--- src/rtl/pll_rst_seq_pkg.sv ---
// Shared types and default constants for the PLL reset sequencer.
// State codes are visible on the seq_state debug port.
package pll_rst_seq_pkg;

  typedef enum logic [2:0] {
    PLL_RST   = 3'd0,
    WAIT_LOCK = 3'd1,
    RELEASE   = 3'd2,
    RUN       = 3'd3
  } seq_state_t;

  localparam int unsigned DEF_PLL_RST_CYCLES      = 16;
  localparam int unsigned DEF_LOCK_STABLE_CYCLES  = 1024;
  localparam int unsigned DEF_LOCK_TIMEOUT_CYCLES = 65536;
  localparam int unsigned DEF_STAGE_GAP_CYCLES    = 64;
  localparam int unsigned DEF_NUM_STAGES          = 3;
  localparam int unsigned DEF_CNT_W               = 17;

  function automatic logic [7:0] sat_inc(
    input logic [7:0] v
  );
    return (v == 8'hff) ? v : v + 8'd1;
  endfunction

endpackage

--- src/rtl/bit_sync_2ff.sv ---
// Two-flop level synchronizer, clears to 0 on async reset.
// Used to bring pll_locked into the reference clock domain.
module bit_sync_2ff (
  input  logic clk,
  input  logic reset_n,
  input  logic d,
  output logic q
);

  logic meta;

  // two-stage capture of an asynchronous level
  always_ff @(posedge clk or negedge reset_n) begin
    if (!reset_n) begin
      meta <= 1'b0;
      q    <= 1'b0;
    end else begin
      meta <= d;
      q    <= meta;
    end
  end

endmodule

--- src/rtl/pll_reset_sequencer.sv ---
// PLL reset and staged downstream reset release sequencer.
// Optional status counters: define PLL_RST_SEQ_STATUS_EN.
module pll_reset_sequencer
  import pll_rst_seq_pkg::*;
#(
  parameter int unsigned PLL_RST_CYCLES      = DEF_PLL_RST_CYCLES,
  parameter int unsigned LOCK_STABLE_CYCLES  = DEF_LOCK_STABLE_CYCLES,
  parameter int unsigned LOCK_TIMEOUT_CYCLES = DEF_LOCK_TIMEOUT_CYCLES,
  parameter int unsigned STAGE_GAP_CYCLES    = DEF_STAGE_GAP_CYCLES,
  parameter int unsigned NUM_STAGES          = DEF_NUM_STAGES,
  parameter int unsigned CNT_W               = DEF_CNT_W
) (
  input  logic                  clk,
  input  logic                  reset_n,
  input  logic                  pll_locked,
  input  logic                  sw_reset_req,
  output logic                  pll_rst,
  output logic [NUM_STAGES-1:0] stage_reset_n,
  output logic                  ready,
  output logic [2:0]            seq_state
`ifdef PLL_RST_SEQ_STATUS_EN
  ,
  output logic [7:0]            lock_loss_cnt,
  output logic [7:0]            timeout_cnt
`endif
);

  localparam logic [CNT_W-1:0] RST_LOAD =
    CNT_W'(PLL_RST_CYCLES - 1);
  localparam logic [CNT_W-1:0] STB_LOAD =
    CNT_W'(LOCK_STABLE_CYCLES - 1);
  localparam logic [CNT_W-1:0] GAP_LOAD =
    CNT_W'(STAGE_GAP_CYCLES - 1);
  localparam logic [CNT_W-1:0] TMO_LAST =
    CNT_W'(LOCK_TIMEOUT_CYCLES - 1);
  localparam logic [NUM_STAGES-1:0] ALL_REL = '1;

  seq_state_t       state;
  logic [CNT_W-1:0] cnt;
  logic [CNT_W-1:0] tmo;
  logic             lock_s;
  logic             loss;
  logic             stable_done;
  logic             timeout;

  bit_sync_2ff u_lock_sync (
    .clk     (clk),
    .reset_n (reset_n),
    .d       (pll_locked),
    .q       (lock_s)
  );

  assign seq_state = state;

  assign loss = !lock_s &&
    ((state == RELEASE) || (state == RUN));

  assign stable_done = (state == WAIT_LOCK) &&
    lock_s && (cnt == '0);

  // a lock that completes on the last allowed cycle beats the retry
  assign timeout = (state == WAIT_LOCK) &&
    (tmo == TMO_LAST) && !stable_done;

  // sequencer: PLL reset, lock qualification, staged release
  always_ff @(posedge clk or negedge reset_n) begin
    if (!reset_n) begin
      state         <= PLL_RST;
      cnt           <= RST_LOAD;
      tmo           <= '0;
      pll_rst       <= 1'b1;
      stage_reset_n <= '0;
      ready         <= 1'b0;
    end else if (sw_reset_req) begin
      state         <= PLL_RST;
      cnt           <= RST_LOAD;
      pll_rst       <= 1'b1;
      stage_reset_n <= '0;
      ready         <= 1'b0;
    end else begin
      unique case (state)
        PLL_RST: begin
          if (cnt == '0) begin
            state   <= WAIT_LOCK;
            cnt     <= STB_LOAD;
            tmo     <= '0;
            pll_rst <= 1'b0;
          end else begin
            cnt <= cnt - CNT_W'(1);
          end
        end
        WAIT_LOCK: begin
          tmo <= tmo + CNT_W'(1);
          if (stable_done) begin
            state         <= RELEASE;
            cnt           <= GAP_LOAD;
            stage_reset_n <= NUM_STAGES'(1);
          end else if (timeout) begin
            state   <= PLL_RST;
            cnt     <= RST_LOAD;
            pll_rst <= 1'b1;
          end else if (!lock_s) begin
            cnt <= STB_LOAD;
          end else begin
            cnt <= cnt - CNT_W'(1);
          end
        end
        RELEASE: begin
          if (loss) begin
            state         <= PLL_RST;
            cnt           <= RST_LOAD;
            pll_rst       <= 1'b1;
            stage_reset_n <= '0;
            ready         <= 1'b0;
          end else if (stage_reset_n == ALL_REL) begin
            state <= RUN;
            ready <= 1'b1;
          end else if (cnt == '0) begin
            cnt           <= GAP_LOAD;
            stage_reset_n <=
              (stage_reset_n << 1) | NUM_STAGES'(1);
          end else begin
            cnt <= cnt - CNT_W'(1);
          end
        end
        RUN: begin
          if (loss) begin
            state         <= PLL_RST;
            cnt           <= RST_LOAD;
            pll_rst       <= 1'b1;
            stage_reset_n <= '0;
            ready         <= 1'b0;
          end
        end
        default: begin
          state         <= PLL_RST;
          cnt           <= RST_LOAD;
          pll_rst       <= 1'b1;
          stage_reset_n <= '0;
          ready         <= 1'b0;
        end
      endcase
    end
  end

`ifdef PLL_RST_SEQ_STATUS_EN
  // saturating counts of RUN lock losses and lock timeouts
  always_ff @(posedge clk or negedge reset_n) begin
    if (!reset_n) begin
      lock_loss_cnt <= 8'd0;
      timeout_cnt   <= 8'd0;
    end else begin
      if (loss && (state == RUN))
        lock_loss_cnt <= sat_inc(lock_loss_cnt);
      if (timeout)
        timeout_cnt <= sat_inc(timeout_cnt);
    end
  end
`endif

endmodule

--- config.mk ---
export PLATFORM = sky130hd
export DESIGN_NAME = pll_reset_sequencer
export DESIGN_NICKNAME = d
export VERILOG_FILES = /design/src/rtl/pll_rst_seq_pkg.sv /design/src/rtl/bit_sync_2ff.sv /design/src/rtl/pll_reset_sequencer.sv
export SDC_FILE = /design/constraint.sdc
export NUM_CORES = 1
export LEC_CHECK = 0
export CAP_MARGIN = 20
export CORE_MARGIN = 2
export CORE_UTILIZATION = 63
export CTS_BUF_LIST = sky130_fd_sc_hd__clkbuf_8
export CTS_CLUSTER_SIZE = 30
export DETAILED_ROUTE_END_ITERATION = 8
export GPL_TIMING_DRIVEN = 0
export PLACE_DENSITY = 0.89
export SLEW_MARGIN = 20
export SYNTH_ARGS = -nofsm -noshare
export SYNTH_HDL_FRONTEND = slang
export SYNTH_SLANG_ARGS = --single-unit
--- constraint.sdc ---
create_clock -name clk -period 3.03 [get_ports clk]
set_clock_uncertainty 0.2 [all_clocks]
set_input_delay 0.303 -clock clk [delete_from_list [all_inputs] [get_ports clk]]
set_output_delay 0.303 -clock clk [all_outputs]
set_load 0.1 [all_outputs]
==> Yosys cells after proc, flatten, opt, wreduce, memory -nomap -nowiden <==
Cells that the tools add are included.
{ "totals": {"ff_bits": 44, "inputBits": 4, "out_inout_bits": 8, "wordCells": 85} }
{ "classes": {"add_sub_neg": 2, "n_eq_ne": 18, "n_mux": 37, "n_bitwise": 1, "reduce_logical": 19} }
{ "op_table": {"columns": ["cell", "n"], "rows": [
  ["17-bit 2-to-1 mux", 10],
  ["17-bit case mux with 4 select lines", 1],
  ["3-bit 2-to-1 mux", 12],
  ["17-bit case mux with 2 select lines", 1],
  ["3-bit case mux with 4 select lines", 2],
  ["17-bit by 1-bit adder with 17-bit output (second input constant)", 1],
  ["17-bit by 16-bit equality test with 1-bit output (second input constant)", 1],
  ["17-bit zero test", 1],
  ["17-bit by 1-bit subtractor with 17-bit output (second input constant)", 1],
  ["3-bit != test (second input constant)", 5],
  ["1-bit 2-to-1 mux", 9],
  ["4-bit by 3-bit != test with 1-bit output (second input constant)", 2],
  ["4-bit != test (second input constant)", 2],
  ["4-bit AND reduction", 2],
  ["3-bit by 2-bit equality test with 1-bit output (second input constant)", 2],
  ["1-bit case mux with 3 select lines", 2],
  ["3-bit AND reduction", 2],
  ["1-bit logical AND", 5],
  ["5-bit AND reduction", 1],
  ["2-bit != test (second input constant)", 2],
  ["2-bit OR reduction", 2],
  ["3-bit by 1-bit equality test with 1-bit output (second input constant)", 1],
  ["3-bit equality test (second input constant)", 1],
  ["3-bit zero test", 1],
  ["other kinds (7)", 8]
]} }

==> Logic depth before layout (Yosys ltp) <==
Gate-level depths: netlist of run 1.
{ "logic_depth": {"ltp_word": 9, "depth_mapped": 12, "ltp_nobuf": 11} }

==> Hierarchy <==
Synthesis of run 1 repeated with hierarchy kept, for this count alone.
{ "unflattened": {"cells_unflattened": 333, "hier_area_um2": 2894.0} }
{ "by_module_without_submodules": {"columns": ["module", "n_inst", "cells_per_inst", "area_each_um2", "seq_area_each_um2"], "rows": [
  ["pll_reset_sequencer", 1, 331, 2844.0, 1032.2],
  ["bit_sync_2ff", 1, 2, 50.0, 50.0]
]} }

==> Worst setup path after synthesis of run 1 <==
No wires, ideal clock.
{ "synth_timing": {"kind": "register -> register", "from": "reg state[0], in the netlist seq_state[0]", "to": "reg tmo[13]", "setup_ps": 126, "arrival_time_ps": 2533, "setup_slack_ps": 171, "stages_incl_launch_ff": 9, "path_buffers": 2, "period_less_slack_ps": 2859, "cell_sequence": "dfrtp_1 > ha_1 > clkbuf_1 > inv_1 > nor2_1 > a31oi_4 > or2_4 > buf_6 > a221o_1"} }
{ "synth_via": {"elab_chain_cells": 3, "word_cells_on_any_way": 6} }
{ "synth_rtl": {"columns": ["item", "line_no", "text"], "rows": [
  ["start: declaration", "pll_reset_sequencer.sv:38", "seq_state_t state;"],
  ["start signal: assignment", "pll_reset_sequencer.sv:68", "state <= PLL_RST;"],
  ["start signal: assignment", "pll_reset_sequencer.sv:75", "state <= PLL_RST;"],
  ["start signal: assignment", "pll_reset_sequencer.sv:84", "state <= WAIT_LOCK;"],
  ["3-bit zero test or 3-bit by 1-bit equality test with 1-bit output (tied branches)", "pll_reset_sequencer.sv:81", "unique case (state)"],
  ["2-bit != test (no line) or 2-bit nonzero test (tied branches)", null, null],
  ["3-bit AND reduction (no line)", null, null],
  ["end signal: assignment", "pll_reset_sequencer.sv:93", "tmo <= tmo + CNT_W'(1);"],
  ["end: declaration", "pll_reset_sequencer.sv:40", "logic [CNT_W-1:0] tmo;"]
]} }
Several ways; a longest one is shown, not always the timed one.
A chain may end at the register's enable or synchronous reset.

==> Worst setup path after layout of run 1 <==
{ "layout_timing": {"from": "reg tmo[0]", "to": "reg cnt[16]"} }
{ "layout_via": {"elab_chain_cells": 7} }
{ "layout_rtl": {"columns": ["item", "line_no", "text"], "rows": [
  ["17-bit by 16-bit equality test with 1-bit output", "pll_reset_sequencer.sv:63", "(tmo == TMO_LAST) && !stable_done;"],
  ["1-bit logical AND", "pll_reset_sequencer.sv:62", "assign timeout = (state == WAIT_LOCK) &&"],
  ["1-bit logical AND", "pll_reset_sequencer.sv:63", null],
  ["17-bit 2-to-1 mux", "pll_reset_sequencer.sv:98", "end else if (timeout) begin"],
  ["17-bit 2-to-1 mux", "pll_reset_sequencer.sv:94", "if (stable_done) begin"],
  ["17-bit case mux with 4 select lines", "pll_reset_sequencer.sv:81", null],
  ["17-bit 2-to-1 mux", "pll_reset_sequencer.sv:74", "end else if (sw_reset_req) begin"],
  ["end signal: assignment", "pll_reset_sequencer.sv:89", "cnt <= cnt - CNT_W'(1);"],
  ["end signal: assignment", "pll_reset_sequencer.sv:105", "cnt <= cnt - CNT_W'(1);"],
  ["end signal: assignment", "pll_reset_sequencer.sv:123", "cnt <= cnt - CNT_W'(1);"],
  ["end: declaration", "pll_reset_sequencer.sv:39", "logic [CNT_W-1:0] cnt;"]
]} }
Every way passes these cells.

==> results of run 1 <==
[how the worst max path moves through the flow]
stage,startpoint,endpoint,slack (ps),depth (start not counted)
after floorplan,seq_state[0],tmo[13],170,8
after global placement,tmo[0],cnt[11],10,12
after detailed placement,tmo[0],cnt[13],-9,12
after CTS,tmo[0],cnt[12],4,12
after global routing,tmo[0],seq_state[1],40,11
final,tmo[0],cnt[16],170,11
[synthesized netlist by cell type (3+ instances only)]
| cell | number | share of area |
|---|---|---|
| o31ai_1 | 6 | 0.015 |
| ha_1 | 8 | 0.034 |
| or2_2 | 3 | 0.0064 |
| clkbuf_1 | 16 | 0.021 |
| o21ai_0 | 30 | 0.051 |
| o211ai_1 | 4 | 0.010 |
| and3_1 | 4 | 0.0086 |
| o41ai_1 | 3 | 0.0090 |
| nand2_1 | 34 | 0.044 |
| a22o_1 | 7 | 0.021 |
| or4_1 | 4 | 0.010 |
| o22ai_1 | 3 | 0.0064 |
| inv_1 | 10 | 0.013 |
| dfrtp_1 | 38 | 0.33 |
| dfstp_2 | 5 | 0.045 |
| nor3b_1 | 5 | 0.013 |
| nand2b_1 | 10 | 0.021 |
| nor3_1 | 7 | 0.012 |
| nand3_1 | 12 | 0.021 |
| o311ai_0 | 6 | 0.018 |
| buf_4 | 3 | 0.0077 |
| nor2_1 | 21 | 0.027 |
| nand4_1 | 7 | 0.015 |
| a31oi_1 | 19 | 0.041 |
| a21oi_1 | 16 | 0.027 |
| a21o_1 | 4 | 0.010 |
| or3_1 | 8 | 0.017 |
[report_power, final]
| group | internal, mW | leakage [nW] | switching (mW) | total, mW |
|---|---|---|---|---|
| sequential | 0.710 | 0.530 | 0.144 | 0.854 |
| clock | 0.154 | 0.0519 | 0.187 | 0.341 |
| combinational | 0.355 | 0.687 | 0.612 | 0.967 |
| total | 1.22 | 1.27 | 0.944 | 2.16 |
[flip-flops by register name, summed over array words and instances, names as in the netlist]
signal,flops
cnt,17
pll_rst,1
ready,1
seq_state,2
stage_reset_n,3
tmo,17
u_lock_sync.meta,1
u_lock_sync.q,1
[cells by family after synthesis]
group / after synthesis / share of synthesized area
buffers and inverters: 33 / 0.0523
muxes: 1 / 0.00343
xor gates and xnor gates: 2 / 0.00600
AOI/OAI and AO/OA: 116 / 0.269
adders and majority gates: 8 / 0.0343
DFF: 43 / 0.371
other: 1 / 0.00128
and+or+nand+nor: 136 / 0.263
[cells in the final DEF, fill, tap and decap left out, types with 5 or more instances in the layout]
cell type / instances
nor2_1: 21
nand3_1: 12
ha_1: 6
dfrtp_1: 35
nor3_1: 7
dfstp_2: 5
o21ai_0: 30
or3_1: 8
clkbuf_8: 5
inv_1: 13
a21oi_1: 15
a22o_1: 7
nand4_1: 7
o311ai_0: 6
clkbuf_1: 16
nand2b_1: 10
nor3b_1: 5
a31oi_1: 19
o31ai_1: 6
nand2_1: 34
clkdlybuf4s50_1: 9
[per-layer routing]
metal / global-route usage / wire length, µm / share of wire
met1: 0.471 / 3310 / 0.45
met5: 0 / 0 / 0
met2: 0.427 / 3200 / 0.44
met3: 0.0667 / 715 / 0.097
met4: 0.105 / 125 / 0.017
[area by class of cell]
| type | instances | area (µm²) | share of cell area |
|---|---|---|---|
| clock inverter | 3 | 11.3 | 0.00350 |
| buffer | 22 | 110 | 0.0342 |
| timing repair buffer | 12 | 125 | 0.0389 |
| inverter | 10 | 37.5 | 0.0117 |
| multi-input combinational | 264 | 1720 | 0.533 |
| tap | 52 | 65.1 | 0.0202 |
| sequential | 43 | 1090 | 0.337 |
| clock buffer | 5 | 68.8 | 0.0214 |
[per-stage QoR]
| stage | utilization | area [µm²] |
|---|---|---|
| finish | 0.729 | 3220 |
| global route | 0.729 | 3220 |
| CTS | 0.724 | 3200 |
| detailed placement | 0.702 | 3100 |
| global placement | 0.699 | 3080 |
| floorplan | - | 2920 |
[what timing repair did]
item,in CTS,in global routing
setup endpoints to repair,5,12
hold endpoints to repair,12,0
hold buffers,1,0
gates resized for setup,1,8
pin swaps,0,3
==> run_results.csv, run 1 <==
group,metric,value,unit
floorplanning,num_rows,24,
synthesis,syn_avg_cell_area,8.59,µm²
synthesis,mappedNetlistArea,2920,µm²
layout,area_delta_synth_final,10.3,%
floorplanning,start_util,0.661,
power_and_ir_drop,vdd_drop_max,0.388,mV
sta,finalCriticalPeriod,2860,ps
drt,drt-total-wl,7360,µm
critical_path,cp-start-kind,"flop",
synthesis,synth.distinct_cells,62,
critical_path,crit_fanout,14,
placement,gp_congestion,0.985,
floorplanning,num_io_pins,12,
floorplanning,die_area,5190,µm²
floorplanning,fp.dieW,72.1,µm
worst_hold_path,holdPathStages,0,
sta,finalCritPeriodShare,0.943,
clock_network,post_cts_buffers,0,
layout,fin_nets,370,
layout,num_antenna_cells,0,
sta,rsz0062_at_grt,"no",
sta,fmax,350,MHz
sta,fin_setup_tns,0,ps
power_and_ir_drop,p_per_area,672,nW/µm²
worst_hold_path,hold_end,"u_lock_sync.q",
critical_path,crit_required,2980,ps
drt,avgViaCountPerCell,6.98,
synthesis,syn_inst,340,
synthesis,synth_seq_cells,43,
grt,antenna_found_initial,0,
power_and_ir_drop,p_leak,1.27,nW
grt,grt_pass1_wl,12600,µm
worst_hold_path,hp-start,"u_lock_sync.meta",
critical_path,worstSetupPathType,"flop to flop",
synthesis,ys_async_sr_fraction,1.00,
synthesis,syn_nets,352,
worst_hold_path,min_path_type,"flop to flop",
floorplanning,die_height,72.1,µm
sta,hold_violations,0,
critical_path,crit_family,"simple AND/OR/NAND/NOR gates",
clock_network,cts_tree,"yes",
flow_run,cap_violations,0,
critical_path,cp_num_buf_inv,0,
clock_network,root_buffer,"clkbuf_8",
floorplanning,core,4410,µm²
critical_path,r2r_setup_slack,170,ps
drt,drt-initial-drc-count,341,
placement,placed_cells,403,
sta,max-slew-margin-rel,0.352,
sta,worst_slack,171,ps
critical_path,r2r-start,"tmo[0]",
critical_path,arrival,2810,ps
synthesis,synth_edf_count,0,
critical_path,r2r_cells,11,
drt,ant_nets,0,
sta,slew_violations,0,
clock_network,htree_levels,2,
layout,final-instance-count-excl-fill,411,
layout,drive_above_1_share,0.103,
sta,worst_slew_pin_slew,969,ps
placement,pre_cts_ws,-9.01,ps
sta,whs,151,ps
drt,first_pass_iters,5,
layout,fillCellCount,335,
drt,drt-wirelength-per-cell,17.9,µm
power_and_ir_drop,total_power,2.16,mW
status,status,"finished, final reports clean",
synthesis,ys_seq_area_frac,0.371,
clock_network,clock-sinks,43,
drt,route.detailed.drc,0,
grt,grt_max_degree,27,
synthesis,synthFlopType,"dfrtp_1",
grt,grt-ovfl-total,0,
drt,dr_total_vias,2869,
critical_path,timing.rr.end,"cnt[16]",
clock_network,cts.path.max_buffers,2,
clock_network,path_clk_slew,80,ps
synthesis,ys_warn_count,0,
critical_path,critical_path.endpoint_type,"flop",
clock_network,cts_buffers,5,
placement,io_buffers,10,
critical_path,cp_slowest_cell,"dfrtp_1",
sta,setup_viol,0,
placement,dpl.hpwl,5260,µm
grt,grt_usage,0.307,
critical_path,slowest_delay,400,ps
critical_path,crit_chain,"ha_2 -> nand2_1 -> nor4_4 -> and3_1 -> and3_1 -> ha_2 -> and3b_1 -> o221ai_1 -> a21oi_4 -> a31oi_1 -> a31oi_1",
grt,grt_pass1_vias,2648,
clock_network,clk_latency,300,ps
Note: power is estimated with default switching activity, not from simulation.
==> inputs of run 2 (changes only) <==
--- a/config.mk
+++ b/config.mk
@@ -16,4 +16,5 @@
 export SLEW_MARGIN = 20
 export SYNTH_ARGS = -nofsm -noshare
 export SYNTH_HDL_FRONTEND = slang
+export SYNTH_HIERARCHICAL = 1
 export SYNTH_SLANG_ARGS = --single-unit
==> run_results.csv, run 2 <==
group,metric,value,unit
placement,io_buffers,10,
drt,ant_nets,0,
synthesis,mappedNetlistArea,2890,µm²
synthesis,ys_warn_count,6,
floorplanning,num_rows,24,
worst_hold_path,min_path_type,"flop to flop",
power_and_ir_drop,power_frac_comb,0.081,
sta,finalCriticalPeriod,2820,ps
synthesis,synthDominantCellAreaShare,0.329,
clock_network,htree_levels,2,
synthesis,synth_commonest_cells,"dfrtp_1 (38), o21ai_0 (31), nand2_1 (30), inv_1 (15), nor2_1 (15)",
synthesis,syn_avg_cell_area,8.69,µm²
synthesis,ys_seq_area_frac,0.374,
grt,antenna_found_initial,0,
synthesis,synth_edf_count,0,
grt,grt-ovfl-total,0,
floorplanning,die_height,71.8,µm
drt,first_pass_iters,6,
power_and_ir_drop,p_switching,0.262,mW
power_and_ir_drop,power_frac_seq,0.547,
critical_path,cp-start-kind,"flop",
placement,placed_cells,396,
layout,final-instance-count-excl-fill,405,
synthesis,synth_top_area_cell,"dfrtp_1",
layout,fin_nets,364,
sta,slew_violations,0,
sta,finalCritPeriodShare,0.930,
grt,grt_max_degree,26,
clock_network,cts_tree,"yes",
sta,hold_violations,0,
floorplanning,num_io_pins,12,
critical_path,crit_required,3020,ps
sta,worst_slack,211,ps
layout,design_area,3200,µm²
layout,area_delta_synth_final,10.5,%
synthesis,synthTopCellsByArea,"dfrtp_1 (33%), o21ai_0 (5.4%), dfstp_2 (4.5%)",
clock_network,root_buffer,"clkbuf_8",
clock_network,path_clk_slew,80,ps
sta,worst_slew_pin_slew,1010,ps
sta,fin_setup_tns,0,ps
grt,grt_pass1_vias,2692,
placement,pre_cts_ws,-11.0,ps
power_and_ir_drop,vdd_drop_max,0.218,mV
critical_path,worstSetupPathType,"flop to flop",
synthesis,ys_async_sr_fraction,1.00,
floorplanning,die_area,5150,µm²
floorplanning,start_util,0.660,
clock_network,cts_buffers,5,
drt,dr_total_vias,2869,
floorplanning,fp.dieW,71.8,µm
synthesis,synth_seq_cells,43,
layout,drive_above_1_share,0.0992,
floorplanning,core,4380,µm²
power_and_ir_drop,total_power,1.08,mW
power_and_ir_drop,p_per_area,338,nW/µm²
drt,route.detailed.drc,0,
sta,fmax,355,MHz
grt,grt_pass1_wl,12500,µm
layout,fillCellCount,335,
placement,gp_congestion,1.04,
sta,setup_viol,0,
power_and_ir_drop,p_leak,1.24,nW
grt,grt_usage,0.308,
synthesis,syn_inst,333,
drt,drt-total-wl,7450,µm
critical_path,arrival,2810,ps
synthesis,synth.distinct_cells,62,
synthesis,synth_most_common_cell,"dfrtp_1",
critical_path,critical_path.endpoint_type,"flop",
power_and_ir_drop,p_int,0.818,mW
flow_run,cap_violations,0,
status,status,"finished, final reports clean",
drt,drt-initial-drc-count,222,
critical_path,crit_fanout,10,
worst_hold_path,holdPathStages,0,
layout,num_antenna_cells,0,
clock_network,clock-sinks,43,
placement,postPlaceCellArea,3070,µm²
layout,layout_commonest_cell,"dfrtp_1",
drt,avgViaCountPerCell,7.08,
drt,drt-wirelength-per-cell,18.4,µm
power_and_ir_drop,switching_share,0.243,
critical_path,r2r_cells,11,
synthesis,synthFlopType,"dfrtp_1",
layout,final_cell_mix,"dfrtp_1 (38), o21ai_0 (31), nand2_1 (30)",
placement,dpl.hpwl,5190,µm
synthesis,syn_nets,345,
clock_network,clk_latency,300,ps
layout,largestRegisters,"cnt (17), tmo (17), stage_reset_n (3)",
power_and_ir_drop,p_clk_frac,0.372,
sta,max-slew-margin-rel,0.327,
clock_network,cts.path.max_buffers,2,
-- run 2: cell count changes after synthesis, sizes merged, moves of 5 or more --
| cell | delta |
|---|---|
| o211ai | +8 |
| a31oi | -8 |
| nor2 | -5 |
| inv | +5 |
-- run 2: cells by family after synthesis --
logic type / share of synthesized area
XOR/XNOR: 0.00605
multiplexers: 0.00389
AND/OR/NAND/NOR: 0.229
buffers and inverters: 0.0480
flip-flops: 0.374
adder cells (fa/ha/maj): 0.0346
other: 0.00130
AO/OA/AOI/OAI: 0.303
-- run 2: final cells by class --
type / instances / area [µm²] / share of cell area
Clock buffer: 7 / 96.3 / 0.0301
Sequential cell: 43 / 1080 / 0.338
Tap cell: 52 / 65.1 / 0.0203
Inverter: 15 / 56.3 / 0.0176
Buffer: 19 / 83.8 / 0.0262
Timing Repair Buffer: 12 / 125 / 0.0391
Multi-Input combinational cell: 256 / 1690 / 0.527
Clock inverter: 1 / 3.75 / 0.00117
-- run 2: through the flow --
step | utilization | hold WS [ps]
after floorplan | - | -193
after global placement | 0.698 | 133
after detailed placement | 0.701 | 65.2
after CTS | 0.727 | 155
final | 0.729 | 152
after global routing | 0.729 | 160
-- run 2: worst max-delay path, stage by stage (launching register included) --
cell      delay (ps)
dfrtp_1          380
ha_1             190
and2_1           170
nand4_1          260
nor3_2           280
ha_2             270
and3b_1          190
o221ai_1         190
a21oi_2          100
clkbuf_2         210
a21oi_1          160
o21ai_0           90
-- run 2: final timing paths --
| path | from | to | slack (ps) |
|---|---|---|---|
| worst max-delay path | tmo[0] | cnt[11] | 210 |
| worst min-delay path | u_lock_sync/meta | u_lock_sync/q | 150 |
| worst max register to register | tmo[0] | cnt[11] | 210 |
| worst min register to register | u_lock_sync/meta | u_lock_sync/q | 150 |
| max in group asynchronous | reset_n | pll_rst | 1790 |
| min in group asynchronous | reset_n | cnt[5] | 260 |
-- run 2: layer usage --
metal,up-vias,wire length (µm),GRT usage
li1,1316,-,-
met1,1375,3100,0.400
met2,150,3560,0.504
met3,28,600,0.0605
met4,0,187,0.134
met5,-,0,0
-- run 2: power by group through the flow --
stage          combinational [mW]  sequential, mW  clock [mW]
2_1_floorplan              0.0513           0.600           0
3_3_place_gp               0.0785           0.601           0
3_5_place_dp               0.0836           0.601           0
4_1_cts                    0.0853           0.590       0.405
5_1_grt                    0.0953           0.591       0.423
6_report                   0.0872           0.591       0.402
-- run 2: repair_timing --
| action | CTS | global route |
|---|---|---|
| endpoints found under the hold margin | 18 | 0 |
| buffers inserted | 0 | 0 |
| pin swaps | 0 | 0 |
| hold buffers | 1 | 0 |
| resized for setup | 1 | 4 |
| setup endpoints to repair | 1 | 9 |
